### src/rtl/cartesiantopolar_seq.sv
// Sequenced Cartesian-to-polar converter: one iterative CORDIC vectoring datapath
// shared across requests, valid/ready handshake on input and output.
module cartesiantopolar_seq #(
  parameter int unsigned ITER = 8
) (
  input  logic              clk,
  input  logic              rst_n,
  input  logic              in_valid,
  output logic              in_ready,
  input  logic signed [7:0] x,
  input  logic signed [7:0] y,
  output logic              out_valid,
  input  logic              out_ready,
  output logic [7:0]        r1,
  output logic signed [7:0] theta1,
  output logic              busy
);

  // Six fraction bits keep small vectors (e.g. |v| = 4) accurate to one output LSB;
  // worst case 181 * 1.647 * 64 stays below 2^15.
  localparam int unsigned FRAC = 6;
  localparam int unsigned DW   = 16;
  localparam int unsigned ZW   = 12;
  localparam int unsigned IW   = 3;
  localparam int unsigned PW   = 32;
  localparam int unsigned GAIN = 155;

  typedef enum logic [2:0] {
    S_IDLE,
    S_FOLD,
    S_ROT,
    S_SCALE,
    S_DONE
  } state_t;

  state_t               r_state;
  logic signed [DW-1:0] r_x;
  logic signed [DW-1:0] r_y;
  logic signed [ZW-1:0] r_z;
  logic [IW-1:0]        r_iter;
  logic                 r_zero;
  logic                 r_in_ready;
  logic                 r_out_valid;
  logic                 r_busy;
  logic [7:0]           r_r1;
  logic signed [7:0]    r_theta1;

  logic signed [DW-1:0] w_xs;
  logic signed [DW-1:0] w_ys;
  logic signed [ZW-1:0] w_atan;
  logic signed [ZW-1:0] w_zr;
  logic [PW-1:0]        w_prod;
  logic [PW-1:0]        w_mag;
  logic                 w_last;

  assign in_ready  = r_in_ready;
  assign out_valid = r_out_valid;
  assign busy      = r_busy;
  assign r1        = r_r1;
  assign theta1    = r_theta1;

  assign w_xs   = r_x >>> r_iter;
  assign w_ys   = r_y >>> r_iter;
  assign w_last = (r_iter == IW'(ITER - 1));

  // Magnitude: x * 155/256 removes the CORDIC gain, then drop fraction bits with rounding.
  assign w_prod = PW'($unsigned(r_x)) * PW'(GAIN) + (PW'(1) << (FRAC + 7));
  assign w_mag  = w_prod >> (FRAC + 8);
  assign w_zr   = r_z + 12'sd8;

  // atan(2^-i) in units of pi/2048
  always_comb begin
    w_atan = 12'sd0;
    case (r_iter)
      3'd0:    w_atan = 12'sd512;
      3'd1:    w_atan = 12'sd302;
      3'd2:    w_atan = 12'sd160;
      3'd3:    w_atan = 12'sd81;
      3'd4:    w_atan = 12'sd41;
      3'd5:    w_atan = 12'sd20;
      3'd6:    w_atan = 12'sd10;
      3'd7:    w_atan = 12'sd5;
      default: w_atan = 12'sd0;
    endcase
  end

  always_ff @(posedge clk) begin
    if (!rst_n) begin
      r_state     <= S_IDLE;
      r_x         <= '0;
      r_y         <= '0;
      r_z         <= '0;
      r_iter      <= '0;
      r_zero      <= 1'b0;
      r_in_ready  <= 1'b1;
      r_out_valid <= 1'b0;
      r_busy      <= 1'b0;
      r_r1        <= '0;
      r_theta1    <= '0;
    end else begin
      case (r_state)
        S_IDLE: begin
          if (in_valid) begin
            r_x        <= DW'(x) <<< FRAC;
            r_y        <= DW'(y) <<< FRAC;
            r_zero     <= (x == 8'sd0) && (y == 8'sd0);
            r_in_ready <= 1'b0;
            r_busy     <= 1'b1;
            r_state    <= S_FOLD;
          end
        end
        S_FOLD: begin
          // Left half-plane: rotate by pi; +pi and -pi alias to the same 12b code.
          if (r_x < 0) begin
            r_x <= -r_x;
            r_y <= -r_y;
            r_z <= 12'sh800;
          end else begin
            r_z <= '0;
          end
          r_iter  <= '0;
          r_state <= S_ROT;
        end
        S_ROT: begin
          if (r_y[DW-1]) begin
            r_x <= r_x - w_ys;
            r_y <= r_y + w_xs;
            r_z <= r_z - w_atan;
          end else begin
            r_x <= r_x + w_ys;
            r_y <= r_y - w_xs;
            r_z <= r_z + w_atan;
          end
          r_iter <= r_iter + 3'd1;
          if (w_last) begin
            r_state <= S_SCALE;
          end
        end
        S_SCALE: begin
          if (r_zero) begin
            r_r1     <= '0;
            r_theta1 <= '0;
          end else begin
            r_r1     <= (w_mag > PW'(255)) ? 8'hFF : 8'(w_mag);
            r_theta1 <= 8'(w_zr >>> 4);
          end
          r_out_valid <= 1'b1;
          r_state     <= S_DONE;
        end
        S_DONE: begin
          if (out_ready) begin
            r_out_valid <= 1'b0;
            r_in_ready  <= 1'b1;
            r_busy      <= 1'b0;
            r_state     <= S_IDLE;
          end
        end
        default: begin
          r_state <= S_IDLE;
        end
      endcase
    end
  end

endmodule

### config.mk
export PLATFORM = sky130hd
export DESIGN_NAME = cartesiantopolar_seq
export DESIGN_NICKNAME = d
export VERILOG_FILES = /design/src/rtl/cartesiantopolar_seq.sv
export SDC_FILE = /design/constraint.sdc
export NUM_CORES = 1
export LEC_CHECK = 0
export CORE_ASPECT_RATIO = 0.7
export CORE_MARGIN = 3
export CORE_UTILIZATION = 64
export CTS_CLUSTER_SIZE = 40
export DETAILED_ROUTE_END_ITERATION = 12
export PLACE_DENSITY = 0.8
export SLEW_MARGIN = 0
export SYNTH_ARGS = -nofsm -noshare
export SYNTH_HDL_FRONTEND = slang
export SYNTH_SLANG_ARGS = --single-unit
### constraint.sdc
create_clock -name clk -period 5.7 [get_ports clk]
set_input_delay 0.855 -clock clk [delete_from_list [all_inputs] [get_ports clk]]
set_output_delay 0.855 -clock clk [all_outputs]
set_load 0.005 [all_outputs]
Yosys cells after proc, flatten, opt, wreduce, memory -nomap -nowiden
Memories as Yosys holds them, arrays and structs flattened. A register that Yosys moved wholly into a read port is not among the register bits.
Index checks and enable logic that the tools add are counted.
- bits of input ports: 20
- memories kept: 1
- register bits after elaboration: 70
- bits in writable memories: 0
- logic and storage cells: 78
- bits in latches: 0
- ROM bits: 80
- output and inout bits: 19
- bitwise gates (word level): 0
- multiply operators: 1
- add/sub/neg operators: 11
- eq/ne operators: 9
- div/mod/pow operators: 0
- $lt $le $gt $ge: 2
- shift operators: 2
- reductions and logical operators: 13
- multiplexer cells: 28
- memory list (name ; depth ; bits a word ; rd ports ; clocked after Yosys merged registers in ; write ports ; RTL line ; RTL):
    (no name shown) ; 8 ; 10 ; 1 ; 1 ; 0 ; 74 ; case (r_iter)
- operators with widths (operator ; count):
    2-to-1 mux 16 bit ; 6
    case mux 16 bit (3 select lines) ; 2
    adder 16 bit ; 2
    negation 16 bit ; 2
    >>> shifter 16 x 3 -> 16 bit ; 2
    subtractor 16 bit ; 2
    adder 24 x 14 -> 25 bit, second input constant ; 1
    multiplier 16 x 8 -> 24 bit, second input constant ; 1
    2-to-1 mux 12 bit ; 2
    2-to-1 mux 8 bit ; 3
    case mux 12 bit (2 select lines) ; 1
    logical NOT 8 bit ; 2
    less-than comparator 16 x 1 -> 1 bit, second input constant ; 1
    2-to-1 mux 3 bit ; 5
    case mux 3 bit (5 select lines) ; 1
    adder 12 bit ; 1
    adder 12 x 5 -> 12 bit, second input constant ; 1
    subtractor 12 bit ; 1
    greater-than comparator 11 x 8 -> 1 bit, second input constant ; 1
    AND reduction 3 bit ; 3
    inequality test 2 bit, second input constant ; 4
    == test 3 x 2 -> 1 bit, second input constant ; 2
    == test 3 bit, second input constant ; 2
    case mux 1 bit (2 select lines) ; 3
    other kinds (9) ; 15

Depth between registers and ports, before layout
- depth after elaboration: 5
- gate-level depth with buffers: 21
- gate-level depth less buffers: 19

Worst setup path before layout
No wires, ideal clock.
- kind: register -> register
- start: register r_x[9]
- end: register r_r1[5] (netlist: r1[5])
- setup time: 0.117 ns
- clock period less this slack: 4.538 ns
- required time: 5.583 ns
- path buffers: 0
- arrival: 4.422 ns
- cell stages (with the launch flop): 20
- path slack: 1.162 ns
- path through: dfxtp_1 > inv_1 > ha_1 > inv_1 > fa_1 > inv_1 > fa_1 > inv_1 > fa_1 > inv_1 > ha_1 > o21a_1 > o21a_1 > o21ai_0 > a21oi_1 > nor2_1 > o21ai_0 > a211o_1 > o21bai_1 > a22o_1
- cells in the longest elaborated chain, start to end: 5
- ends and longest elaborated chain (item ; RTL line ; RTL):
    from (decl) ; 37 ; logic signed [DW-1:0] r_x;
    from (signal assigned) ; 104 ; r_x <= DW'(x) <<< FRAC;
    from (signal assigned) ; 115 ; r_x <= -r_x;
    from (signal assigned) ; 126 ; r_x <= r_x - w_ys;
    multiplier 16 x 8 -> 24 bit * ; 67 ; assign w_prod = PW'($unsigned(r_x)) * PW'(GAIN) + (PW'(1) << (FRAC + 7));
    adder 24 x 14 -> 25 bit * ; 67 ;
    greater-than comparator 11 x 8 -> 1 bit ; 144 ; r_r1 <= (w_mag > PW'(255)) ? 8'hFF : 8'(w_mag);
    2-to-1 mux 8 bit * ; 144 ;
    2-to-1 mux 8 bit * ; 140 ; if (r_zero) begin
    to (signal assigned) ; 144 ;
    to (decl) ; 45 ; logic [7:0] r_r1;
Every way passes the cells marked *; elsewhere a longest branch is shown, timed or not.
A chain may end at the register's enable or synchronous reset.

Worst setup path after layout
- start: register r_x[6]
- end: register r_r1[5] (netlist: r1[5])
The elaborated chain is that of the path after synthesis.

==> impl_table.tex <==
\begin{tabular}{lr}
\hline
Metric & Value \\
\hline
\multicolumn{2}{l}{\textbf{Synthesis}} \\
Post-synthesis instance area & 0.0102 mm² \\
Number of synthesized flops with an enable pin & 0 \\
Share of the synthesized area in the top cell type & 0.159 \\
Number of library cell types mapped by synthesis & 72 \\
Synthesized flop and latch total & 80 \\
Leading register cell type out of synthesis & dfxtp\_1 \\
Cell count after synthesis & 1249 \\
Syn\_area\_per\_cell & 8.15 µm² \\
Share of synthesized area occupied by flip-flops and latches & 0.157 \\
Number of warnings printed during yosys synthesis & 0 \\
Synth top area cells & ha\_1 (16\%), dfxtp\_1 (16\%), fa\_1 (7.5\%), xnor2\_1 (5.4\%), inv\_1 (4.7\%) \\
Synthesized net count & 1436 \\
Cell type contributing the most total cell area after synthesis & ha\_1 \\
Async set-reset flop share out of synthesis & 0 \\
\multicolumn{2}{l}{\textbf{Worst setup path}} \\
Worst reg2reg startpoint & r\_x[6] \\
Crit path arrival time & 5.43 ns \\
Worst reg2reg path depth & 19 \\
End of the worst register-to-register path & r1[5] \\
Crit path required time & 5.94 ns \\
Endpoint type of the worst setup path & flop \\
Worst setup slack for register-to-register paths & 0.52 ns \\
Startpoint class of the critical path & flop \\
Critical path start-end classification & reg2reg \\
Peak fanout along the critical path & 12 \\
\multicolumn{2}{l}{\textbf{Placed design}} \\
Dpl cell area & 0.0107 mm² \\
Number of instances in the placed design & 1434 \\
Estimated wirelength of the detail-placed design & 20.1 mm \\
Worst setup timing slack at the placement stage & 0.595 ns \\
Gpl congestion & 0.947 \\
Number of buffer cells added on primary ports & 38 \\
\multicolumn{2}{l}{\textbf{STA}} \\
Clock skew after layout & 0.00955 ns \\
Worst-case setup margin in the final layout & 0.516 ns \\
Post-layout minimum cycle time & 5.18 ns \\
Worst Hold Slack & 0.435 ns \\
Crit share post-route & 0.909 \\
Rel. slew slack & 0.462 \\
Number of pins exceeding their max-slew limit in the final report & 0 \\
Setup-violating endpoint count in the final report & 0 \\
TNS Setup & 0 ns \\
Pin slew with the least headroom to its limit & 0.807 ns \\
RSZ-0062 raised after global routing & false \\
Final hold violations & 0 \\
Top achievable clock speed & 193 MHz \\
\multicolumn{2}{l}{\textbf{Die}} \\
Number of placed I/O pins & 39 \\
Die Y-Extent & 112 µm \\
Floorplan row count & 37 \\
Area of the die & 0.0175 mm² \\
Initial standard-cell utilization of the core & 0.672 \\
Area of the core region & 0.0151 mm² \\
Chip Width & 157 µm \\
\multicolumn{2}{l}{\textbf{Min path}} \\
Worst hold path startpoint & r1[2] \\
Endpoint with the worst hold slack & r1[2] \\
Hold Crit Class & reg2reg \\
Hold Path Cell Cnt & 2 \\
\multicolumn{2}{l}{\textbf{CTS}} \\
CTS Root Cell & clkbuf\_16 \\
Insertion delay of the later-clocked pin in the worst-skew pair & 0.35 ns \\
Cells resized by post-CTS repair & 0 \\
TritonCTS clock tree & built \\
\# hold bufs at CTS & 0 \\
Buffers inserted during post-CTS setup optimization & 0 \\
Count of H-tree levels built during CTS & 3 \\
Total clock sinks & 80 \\
Register clock-pin slew on the reported worst setup and hold paths & 0.07 ns \\
Number of CTS-inserted buffers & 9 \\
Number of buffers on the longest clock path & 2 \\
\multicolumn{2}{l}{\textbf{Route}} \\
Antenna violation net count after detailed routing & 0 \\
Drt pass-1 iters & 6 \\
Wire length reported by the detailed router & 26.3 mm \\
Routed length per placed instance & 18.2 µm \\
Violation count after the first detailed-routing iteration & 956 \\
Avg Vias per Cell & 6.24 \\
Via count & 9054 \\
Post-route DRC violation count & 0 \\
\multicolumn{2}{l}{\textbf{Final layout}} \\
Fin nets & 1437 \\
Share of the core filled with cells in the final layout & 0.726 \\
Fraction of final layout cells with drive strength greater than 1 & 0.0542 \\
Final instance count without filler cells & 1450 \\
Area Overhead vs Synth & 7.93\% \\
Post-route design area & 0.0110 mm² \\
Number of antenna diodes & 0 \\
\multicolumn{2}{l}{\textbf{Global route}} \\
Total Routing Usage GR & 0.307 \\
Via count of the first global-routing pass & 8305 \\
Leftover overflow at the end of global routing & 0 \\
First-pass GRT wire length & 43.7 mm \\
Antenna violations before repair & 0 \\
Maximum number of pins on one net before global-route repair & 34 \\
\multicolumn{2}{l}{\textbf{Power}} \\
Total power per unit cell area & 358 mW/mm² \\
Worst-case vdd ir drop & 0.000258 V \\
Total power draw & 3.93 mW \\
P\_leak & 4.89 nW \\
\multicolumn{2}{l}{\textbf{Job}} \\
\# Max-Cap Violations & 0 \\
\multicolumn{2}{l}{\textbf{Run status}} \\
Result of the run & finished clean \\
\hline
\end{tabular}
==> worst max-delay path, cell delays in order, from the launching register on <==
cell      delay (ns)
dfxtp_1         0.60
inv_1           0.19
ha_1            0.34
inv_1           0.06
fa_1            0.54
inv_1           0.05
ha_1            0.26
inv_1           0.05
fa_1            0.52
inv_1           0.04
ha_1            0.30
nand4_1         0.09
o211ai_1        0.10
o41ai_1         0.45
a21oi_1         0.14
nor2_1          0.26
o21ai_0         0.26
a211o_1         0.43
o21bai_1        0.19
a22o_1          0.20
==> synth_stat cells, types with 8 or more instances <==
library cell and n:
ha_1 129, inv_1 127, nand2_1 102, a21oi_1 95
dfxtp_1 80, nor2_1 72, o21ai_0 69, xnor2_1 63
clkbuf_1 48, xor2_1 41, fa_1 38, mux2i_1 38
nor2b_1 33, nor3_1 25, a21o_1 18, a221oi_1 18
nand3_1 18, a22oi_1 15, and3_1 15, nand2b_1 15
and2_1 14, nor4_1 12, a31oi_1 11, a21boi_0 9
mux4_1 9, mux4_2 9, buf_2 8, o21a_1 8
==> kinds of logic (layout without fill, tap and decap cells) <==
| kind of cell | after synthesis | count (layout) | share of synthesized area |
|---|---|---|---|
| and+or+nand+nor | 338 | 338 | 0.164 |
| AOI/OAI and AO/OA | 301 | 301 | 0.188 |
| buffers and inverters | 195 | 201 | 0.0758 |
| adders and majority gates | 167 | 167 | 0.233 |
| xor gates and xnor gates | 104 | 104 | 0.0895 |
| DFF | 80 | 80 | 0.157 |
| muxes | 64 | 64 | 0.0918 |
==> per-layer routing <==
layer,global-route usage,vias to the layer above,share of wire
met3,0.0769,31,0.11
li1,-,4381,-
met5,0,-,0
met4,0.0641,0,0.015
met1,0.495,4181,0.49
met2,0.404,461,0.38
==> cell usage in the layout, fill, tap and decap left out, types with 25 or more instances in the layout <==
cell             synthesis  layout
inv_1                  127     127
clkdlybuf4s50_1          0      37
nor2_1                  72      71
fa_1                    38      38
xnor2_1                 63      63
nor3_1                  25      25
dfxtp_1                 80      78
nand2_1                102     102
xor2_1                  41      41
mux2i_1                 38      38
ha_1                   129     129
o21ai_0                 69      69
a21oi_1                 95      94
nor2b_1                 33      32
==> power breakdown <==
part | leakage (nW) | internal, mW | switching (mW)
Sequential | 0.653 | 0.610 | 0.117
Combinational | 4.08 | 1.09 | 1.45
Clock | 0.159 | 0.399 | 0.264
Total | 4.89 | 2.10 | 1.84
==> how the worst max path moves through the flow <==
stage	startpoint	end	slack, ns	cells past startpoint
6_report	r_x[6]	r1[5]	0.52	19
5_1_grt	r_x[6]	r1[5]	0.15	19
4_1_cts	r_x[6]	r1[5]	0.56	19
3_5_place_dp	r_x[6]	r1[5]	0.60	19
3_3_place_gp	r_x[6]	r1[5]	0.74	19
2_1_floorplan	r_x[9]	r1[5]	1.16	19
==> flip-flops by register name, summed over array words and instances (netlist names) <==
signal,count
w_atan,10
in_ready,1
r_zero,1
r_state,3
r_x,16
r1,8
busy,1
r_y,16
r_z,12
theta1,8
r_iter,3
out_valid,1
==> final cells by class <==
| type | count | area, µm² |
|---|---|---|
| flip-flops and latches | 80 | 1600 |
| inverters | 129 | 484 |
| multi-input cells | 974 | 7820 |
| fillers | 1195 | 4150 |
| clock buffers | 10 | 239 |
| repair buffers | 56 | 510 |
| well taps | 195 | 244 |
| clock inverters | 6 | 90.1 |
(Power assumes the default switching activity.)
